File: config.mk
export PLATFORM = sky130hd
export DESIGN_NAME = rs_syndrome_calc_flat
export DESIGN_NICKNAME = d
export VERILOG_FILES = /design/src/rtl/rs_syndrome_calc_if.sv /design/src/rtl/rs_syndrome_calc.sv /design/src/flat_wrapper.sv
export SDC_FILE = /design/constraint.sdc
export NUM_CORES = 1
export LEC_CHECK = 0
export CAP_MARGIN = 10
export CORE_MARGIN = 3
export CORE_UTILIZATION = 45
export DETAILED_ROUTE_END_ITERATION = 8
export PLACE_DENSITY = 0.76
export SLEW_MARGIN = 5
export SYNTH_ARGS = -nofsm -noshare
export SYNTH_HDL_FRONTEND = slang
export SYNTH_SLANG_ARGS = --single-unit
File: constraint.sdc
create_clock -name clk -period 7.7 [get_ports clk]
set_clock_uncertainty 0.1 [all_clocks]
set_input_delay 2.31 -clock clk [delete_from_list [all_inputs] [get_ports clk]]
set_output_delay 2.31 -clock clk [all_outputs]
set_load 0.02 [all_outputs]
File: src/rtl/rs_syndrome_calc_if.sv
// Codeword byte stream in, syndrome results out, for rs_syndrome_calc.
// With RS_SYN_ERR_CNT_EN defined the bundle also carries the 16-bit err_cnt.
interface rs_syndrome_calc_if #(
  parameter int unsigned NPAR = 8
);
  logic                din_val;
  logic                din_sop;
  logic                din_eop;
  logic [7:0]          din;
  logic                syn_val;
  logic [8*NPAR-1:0]   syn;
  logic                syn_nz;
  logic                len_err;
  logic                busy;
`ifdef RS_SYN_ERR_CNT_EN
  logic [15:0]         err_cnt;

  modport master (
    output din_val, din_sop, din_eop, din,
    input  syn_val, syn, syn_nz, len_err, busy, err_cnt
  );
  modport slave (
    input  din_val, din_sop, din_eop, din,
    output syn_val, syn, syn_nz, len_err, busy, err_cnt
  );
`else
  modport master (
    output din_val, din_sop, din_eop, din,
    input  syn_val, syn, syn_nz, len_err, busy
  );
  modport slave (
    input  din_val, din_sop, din_eop, din,
    output syn_val, syn, syn_nz, len_err, busy
  );
`endif
endinterface

File: src/rtl/rs_syndrome_calc.sv
// RS(NN,KK) syndrome calculator over GF(2^8) (poly 0x11D), Horner evaluation per root.
// Optional RS_SYN_ERR_CNT_EN adds a saturating count of frames with errors.
module rs_syndrome_calc #(
  parameter int unsigned NN        = 255,
  parameter int unsigned KK        = 247,
  parameter int unsigned NPAR      = NN - KK,
  parameter int unsigned GEN_START = 0
) (
  input logic               clk,
  input logic               rst,
  rs_syndrome_calc_if.slave bus
);

  localparam logic [8:0] NnCnt = 9'(NN);

  typedef enum logic [0:0] {StIdle, StAcc} state_e;

  function automatic logic [7:0] gf_mul(input logic [7:0] a, input logic [7:0] b);
    logic [7:0] p;
    logic [7:0] x;
    p = 8'h00;
    x = a;
    for (int i = 0; i < 8; i++) begin
      if (b[i]) p = p ^ x;
      x = {x[6:0], 1'b0} ^ (x[7] ? 8'h1D : 8'h00);
    end
    return p;
  endfunction

  function automatic logic [7:0] alpha_pow(input int unsigned e);
    logic [7:0] r;
    r = 8'h01;
    for (int i = 0; i < 255; i++) begin
      if (i < int'(e % 255)) r = gf_mul(r, 8'h02);
    end
    return r;
  endfunction

  state_e            state;
  logic [8:0]        count;
  logic [8*NPAR-1:0] acc;
  logic [8*NPAR-1:0] acc_upd;
  logic [8*NPAR-1:0] term_syn;
  logic [8:0]        cnt_inc;
  logic              load;
  logic              step;
  logic              term;
  logic              term_len_err;

  logic              syn_val;
  logic [8*NPAR-1:0] syn;
  logic              syn_nz;
  logic              len_err;

  // Multiplying by a constant root folds down to a fixed XOR network.
  for (genvar j = 0; j < int'(NPAR); j++) begin : g_root
    localparam logic [7:0] Root = alpha_pow(GEN_START + j);
    assign acc_upd[8*j +: 8] = gf_mul(acc[8*j +: 8], Root) ^ bus.din;
  end

  always_comb begin
    load    = bus.din_val && bus.din_sop;
    step    = bus.din_val && !bus.din_sop && (state == StAcc);
    cnt_inc = count + 9'd1;
    // A frame ends on eop or on the first beat that pushes the count past NN.
    term    = (load && bus.din_eop) || (step && (bus.din_eop || (cnt_inc > NnCnt)));
    term_syn     = load ? {NPAR{bus.din}} : acc_upd;
    term_len_err = (load ? 9'd1 : cnt_inc) != NnCnt;
  end

  always_ff @(posedge clk or posedge rst) begin
    if (rst) begin
      state   <= StIdle;
      count   <= '0;
      acc     <= '0;
      syn_val <= 1'b0;
      syn     <= '0;
      syn_nz  <= 1'b0;
      len_err <= 1'b0;
    end else begin
      syn_val <= term;
      if (term) begin
        syn     <= term_syn;
        syn_nz  <= |term_syn;
        len_err <= term_len_err;
      end
      if (load) begin
        acc   <= {NPAR{bus.din}};
        count <= 9'd1;
      end else if (step) begin
        acc   <= acc_upd;
        count <= cnt_inc;
      end
      if (term) begin
        state <= StIdle;
      end else if (load) begin
        state <= StAcc;
      end
    end
  end

`ifdef RS_SYN_ERR_CNT_EN
  logic [15:0] err_cnt;

  always_ff @(posedge clk or posedge rst) begin
    if (rst) begin
      err_cnt <= '0;
    end else if (term && ((|term_syn) || term_len_err) && (err_cnt != 16'hFFFF)) begin
      err_cnt <= err_cnt + 16'd1;
    end
  end

  assign bus.err_cnt = err_cnt;
`endif

  assign bus.syn_val = syn_val;
  assign bus.syn     = syn;
  assign bus.syn_nz  = syn_nz;
  assign bus.len_err = len_err;
  assign bus.busy    = (state == StAcc);

endmodule
File: src/flat_wrapper.sv
// flat-port wrapper written by rule: the top's interface ports become plain ports
module rs_syndrome_calc_flat 
#(
  parameter int unsigned NN        = 255,
  parameter int unsigned KK        = 247,
  parameter int unsigned NPAR      = NN - KK,
  parameter int unsigned GEN_START = 0
)
  (clk, rst, bus_din_val, bus_din_sop, bus_din_eop, bus_din, bus_syn_val, bus_syn, bus_syn_nz, bus_len_err, bus_busy);
  rs_syndrome_calc_if #(.NPAR(NPAR)) bus_i ();
  input logic clk;
  input logic rst;
  input wire logic [$bits(bus_i.din_val)-1:0] bus_din_val;
  input wire logic [$bits(bus_i.din_sop)-1:0] bus_din_sop;
  input wire logic [$bits(bus_i.din_eop)-1:0] bus_din_eop;
  input wire logic [$bits(bus_i.din)-1:0] bus_din;
  output wire logic [$bits(bus_i.syn_val)-1:0] bus_syn_val;
  output wire logic [$bits(bus_i.syn)-1:0] bus_syn;
  output wire logic [$bits(bus_i.syn_nz)-1:0] bus_syn_nz;
  output wire logic [$bits(bus_i.len_err)-1:0] bus_len_err;
  output wire logic [$bits(bus_i.busy)-1:0] bus_busy;
  assign bus_i.din_val = bus_din_val;
  assign bus_i.din_sop = bus_din_sop;
  assign bus_i.din_eop = bus_din_eop;
  assign bus_i.din = bus_din;
  assign bus_syn_val = bus_i.syn_val;
  assign bus_syn = bus_i.syn;
  assign bus_syn_nz = bus_i.syn_nz;
  assign bus_len_err = bus_i.len_err;
  assign bus_busy = bus_i.busy;
  rs_syndrome_calc #(.NN(NN), .KK(KK), .NPAR(NPAR), .GEN_START(GEN_START)) u_core (.clk(clk), .rst(rst), .bus(bus_i));
endmodule
# After elaboration in Yosys (flattened, before gate mapping)
# Cells that the tools add are included.
# word_totals
regBits	141
latchBits	0
mem_bits_rw	0
rom_bits	0
input_bits	13
n_memories	0
# op_classes
n_addsub	1
n_mul	0
n_div	0
n_lt_le_gt_ge	1
n_eq_ne	1
shifts	0
n_mux	36
n_bitwise	36
n_reduce_logical	11
# op_table
op	count
bitwise XOR 8 bit	36
two-way mux 64 bit	3
two-way mux 5 bit	28
OR reduction 64 bit	1
two-way mux 9 bit	3
adder 9 x 1 -> 9 bit, second input constant	1
greater-than comparator 9 x 8 -> 1 bit, second input constant	1
inequality test 9 x 8 -> 1 bit, second input constant	1
logical AND 1 bit	5
nonzero test 2 bit	2
logical OR 1 bit	2
two-way mux 1 bit	2
zero test 1 bit	1

# Depth between registers and ports, before layout
# depth
word_depth	17
ltp_mapped	9

# Least setup slack after synthesis
# No wires, ideal clock.
# synth_timing
path_type	in2reg
from	input port bus_din[7]
to	register u_core.syn_nz (netlist: u_core.bus.syn_nz)
setup_time_ps	131
t_arrival_ps	3883
path_slack_ps	3586
stages	8
n_path_buf	1
cell_sequence	clkbuf_1 -> nor4bb_1 -> a31oi_1 -> o32a_1 -> a211o_1 -> a2111oi_0 -> and4b_1 -> a31oi_1
# synth_via
elab_chain_cells	3
# synth_lines
item	line_no	rtl
from (decl)	flat_wrapper.sv:16	input wire logic [$bits(bus_i.din)-1:0] bus_din;
bitwise XOR 8 bit	rs_syndrome_calc.sv:58	assign acc_upd[8*j +: 8] = gf_mul(acc[8*j +: 8], Root) ^ bus.din;
two-way mux 64 bit (*)	rs_syndrome_calc.sv:67	term_syn = load ? {NPAR{bus.din}} : acc_upd;
OR reduction 64 bit (*)	rs_syndrome_calc.sv:84	syn_nz <= |term_syn;
to (signal assigned)	rs_syndrome_calc.sv:84	
to (decl)	rs_syndrome_calc.sv:52	logic syn_nz;
# Every way passes the cells marked *; elsewhere a longest branch is shown, timed or not.
# A chain may end at the register's enable or synchronous reset.

# Worst setup path after layout
# layout_timing
from	input port bus_din_val
to	register u_core.syn_nz (netlist: u_core.bus.syn_nz)
# layout_via
elab_chain_cells	4
# layout_lines
item	line_no	rtl
from (decl)	flat_wrapper.sv:13	input wire logic [$bits(bus_i.din_val)-1:0] bus_din_val;
parallel branches: the longest is 4 deep, another holds two-way mux 64 bit	n/a	
# Several ways; the timed one is not identified.

==> metrics.md <==
| Metric | Value |
|---|---|
| Outcome | finished clean |
| Ys async rst share | 100% |
| Post-CTS sizing | 0 |
| Part of the Yosys area used for sequential elements | 41.6% |
| Final HPWL DP | 14.8 mm |
| Post-Syn Instances | 1004 |
| Clock root cell | clkbuf_16 |
| Setup TNS | 0 ps |
| Chip height | 143 um |
| Worst stage delay on the critical path | 790 ps |
| Finished Layout Cells | 1268 |
| Final Cycle Share | 71.5% |
| RePlAce Congestion | 0.955 |
| Worst setup SP type | primary input |
| Post-synth EDFFs | 0 |
| Final Setup Violations | 0 |
| Vias per cell | 5.77 |
| Clock transition at the registers of the reported paths | 60 ps |
| CTS H-tree depth | 4 |
| Ys Warns | 0 |
| Final nets | 1041 |
| RR Endpoint | u_core.acc[38] |
| Clk Latency, worst-skew pair | 430 ps |
| Syn Nets | 1019 |
| First-pass GRT wire length | 36.5 mm |
| Mapped cell area | 0.00849 mm2 |
| Synthesized flop and latch total | 141 |
| Reg2Reg Depth | 7 |
| R2R Setup Slk | 4760 ps |
| DR vias | 7315 |
| Placed insts | 1236 |
| Worst IR Drop VDD | 241 uV |
| Hold path start | u_core.count[8] |
| Area Growth Syn to Fin | 16.8% |
| Die area | 0.0205 mm2 |
| Initial antenna violation count | 0 |
| CTS Hold Bufs | 0 |
| Critical Path Sink Type | register |
| Final antenna diode count | 0 |
| Die W | 143 um |
| Setup Buffers After CTS | 0 |
| Slew HR | 17.1% |
| Filler cell count | 1653 |
| Router iterations before antenna repair | 6 |
| DRT iter0 DRCs | 703 |
| Synth cell count leaders | 150 x nor2_1, 141 x dfrtp_1, 132 x nand2_1 |
| Final hold slack | 404 ps |
| Critical path cell sequence | clkdlybuf4s50_1 -> and2_2 -> buf_4 -> nor2_1 -> o32a_1 -> a211o_1 -> a2111oi_0 -> and4b_1 -> a31oi_1 |
| Clock tree buffer depth | 2 |
| Leak | 3.95 nW |
| Synth top area cells | dfrtp_1 42%, xnor2_1 9.1%, nor2_1 6.6% |
| Core footprint | 0.0183 mm2 |
| Arrival time at the worst endpoint | 5670 ps |
| Worst r2r src | u_core.bus.busy |
| Routed Antenna Nets | 0 |
| Starting Density | 46.5% |
| Final min period | 5510 ps |
| Register area | 0.00353 mm2 |
| Synth top area share | 41.6% |
| Largest net degree at the start of global routing | 95 |
| Total wire length | 22.7 mm |
| Pwr dens | 471 mW/mm2 |
| Fin. Hold Viols | 0 |
| Max-Cap Viols | 0 |
| IO Port Bufs | 80 |
| Num rows | 49 |
| Area occupied by multi-input gates | 0.00456 mm2 |
| Min-Delay Path Class | register to register |
| CP max FO | 43 |
| Sink of the worst hold path | u_core.count[8] |
| Drt wl/cell | 17.9 um |
| Main flop type after synthesis | dfrtp_1 |
| Final Max Slew Viols | 0 |
| Fmax | 182 MHz |
| Worst-Margin Slew | 1240 ps |
| Count leader, synth | nor2_1 |
| Drt drc | 0 |
| Critical-path cell with the highest stage delay | clkdlybuf4s50_1 |
| Overflow after GRT | 0 |
| Share of post-route cells with drive strength above 1 | 5.68% |
| Synth cell types | 66 |
| TritonCTS clock tree | built |
| Synth area leader | dfrtp_1 |
| CTS sink cnt | 141 |
| CTS Buf Count | 17 |
| WS Path Type | primary input to register |
| Mapped Avg Cell Area | 8.45 um2 |
| Gr usage total | 22.5% |
| Data required, critical path | 7860 ps |
| Number of global-route vias before repair | 6931 |
| Io pins | 81 |
| RSZ-0062 raised after global routing | no |
| Worst Hold Path Cells | 1 |
## logic make-up (layout without fill, tap and decap cells)
group | count (synthesis) | in the layout | share of synthesized area (%)
xor+xnor | 145 | 145 | 16.3
flops | 141 | 141 | 41.6
mux | 2 | 2 | 0.251
fa+ha+maj | 2 | 2 | 0.295
compound gates | 253 | 253 | 17.6
simple gates | 364 | 364 | 19.1
buf+inv | 97 | 132 | 4.89
## layout by cell type, fill, tap and decap left out, types with 3 or more instances in the layout
cell type and count:
a211oi_1 3, a21oi_1 92, a31oi_1 20, a41oi_1 3
buf_4 14, bufinv_16 3, clkbuf_16 17, clkdlybuf4s50_1 80
clkinvlp_4 4, dfrtp_1 141, inv_1 4, inv_6 3
nand2_1 131, nand2b_1 3, nand3_1 13, nand4_1 4
nor2_1 150, nor2b_1 7, nor3_1 12, nor3b_1 5
nor4_1 6, nor4b_1 3, nor4bb_1 9, o2111ai_1 5
o21a_1 6, o21ai_0 83, o22ai_1 6, o31ai_1 4
o32a_1 3, o32ai_1 5, xnor2_1 88, xnor3_1 4
xor2_1 48, xor3_1 3
## cell type report
type	count	area share [%]
clock buffer	19	4.47
clock inverter	13	1.67
inverter	6	0.278
multi-input combinational	766	46.0
sequential	141	35.6
tap	229	2.89
timing repair buffer	94	9.14
## per-layer routing
metal	vias to the layer above	global-route usage, %	share of wire, %
met4	0	8.52	2.7
met3	49	4.89	8.0
met2	332	34.8	46
met1	3476	31.3	43
met5	-	0	0
li1	3458	-	-
## report_power, final
| group | switching [mW] | internal, mW | total [mW] |
|---|---|---|---|
| clock | 0.335 | 0.519 | 0.854 |
| combinational | 1.34 | 1.07 | 2.42 |
| sequential | 0.355 | 1.04 | 1.39 |
## worst max-delay path: cells and delay by family
| family | cells | cell delay (ps) |
|---|---|---|
| buf+inv | 2 | 1160 |
| simple gates | 3 | 1130 |
| compound gates | 4 | 1050 |
## registers in the layout, indices dropped and copies added, names as in the netlist
name,count
u_core.bus.len_err,1
u_core.bus.syn_nz,1
u_core.bus.syn,64
u_core.bus.busy,1
u_core.count,9
u_core.bus.syn_val,1
u_core.acc,64
## worst max-delay path by stage
| stage | start | end | slack, ps | depth (start not counted) |
|---|---|---|---|---|
| finish | bus_din_val | u_core.bus.syn_nz | 2190 | 9 |
| global route | bus_din_val | u_core.bus.syn_nz | 2090 | 9 |
| CTS | bus_din_val | u_core.bus.syn_nz | 2230 | 9 |
| detailed placement | bus_din_val | u_core.bus.syn_nz | 1920 | 9 |
| global placement | bus_din_val | u_core.bus.syn_nz | 2020 | 9 |
| floorplan | rst | u_core.acc[0] | 1510 | 1 |
## metrics by stage
stage	setup WS (ps)	utilization [%]	cell area, um2	power, mW
floorplan	1510	-	8490	3.03
global placement	2020	50.9	9310	3.74
detailed placement	1920	50.9	9310	3.78
CTS	2230	54.3	9920	4.67
global route	2090	54.3	9920	4.99
finish	2190	54.3	9920	4.67
Note: power is estimated with default switching activity, not from simulation.
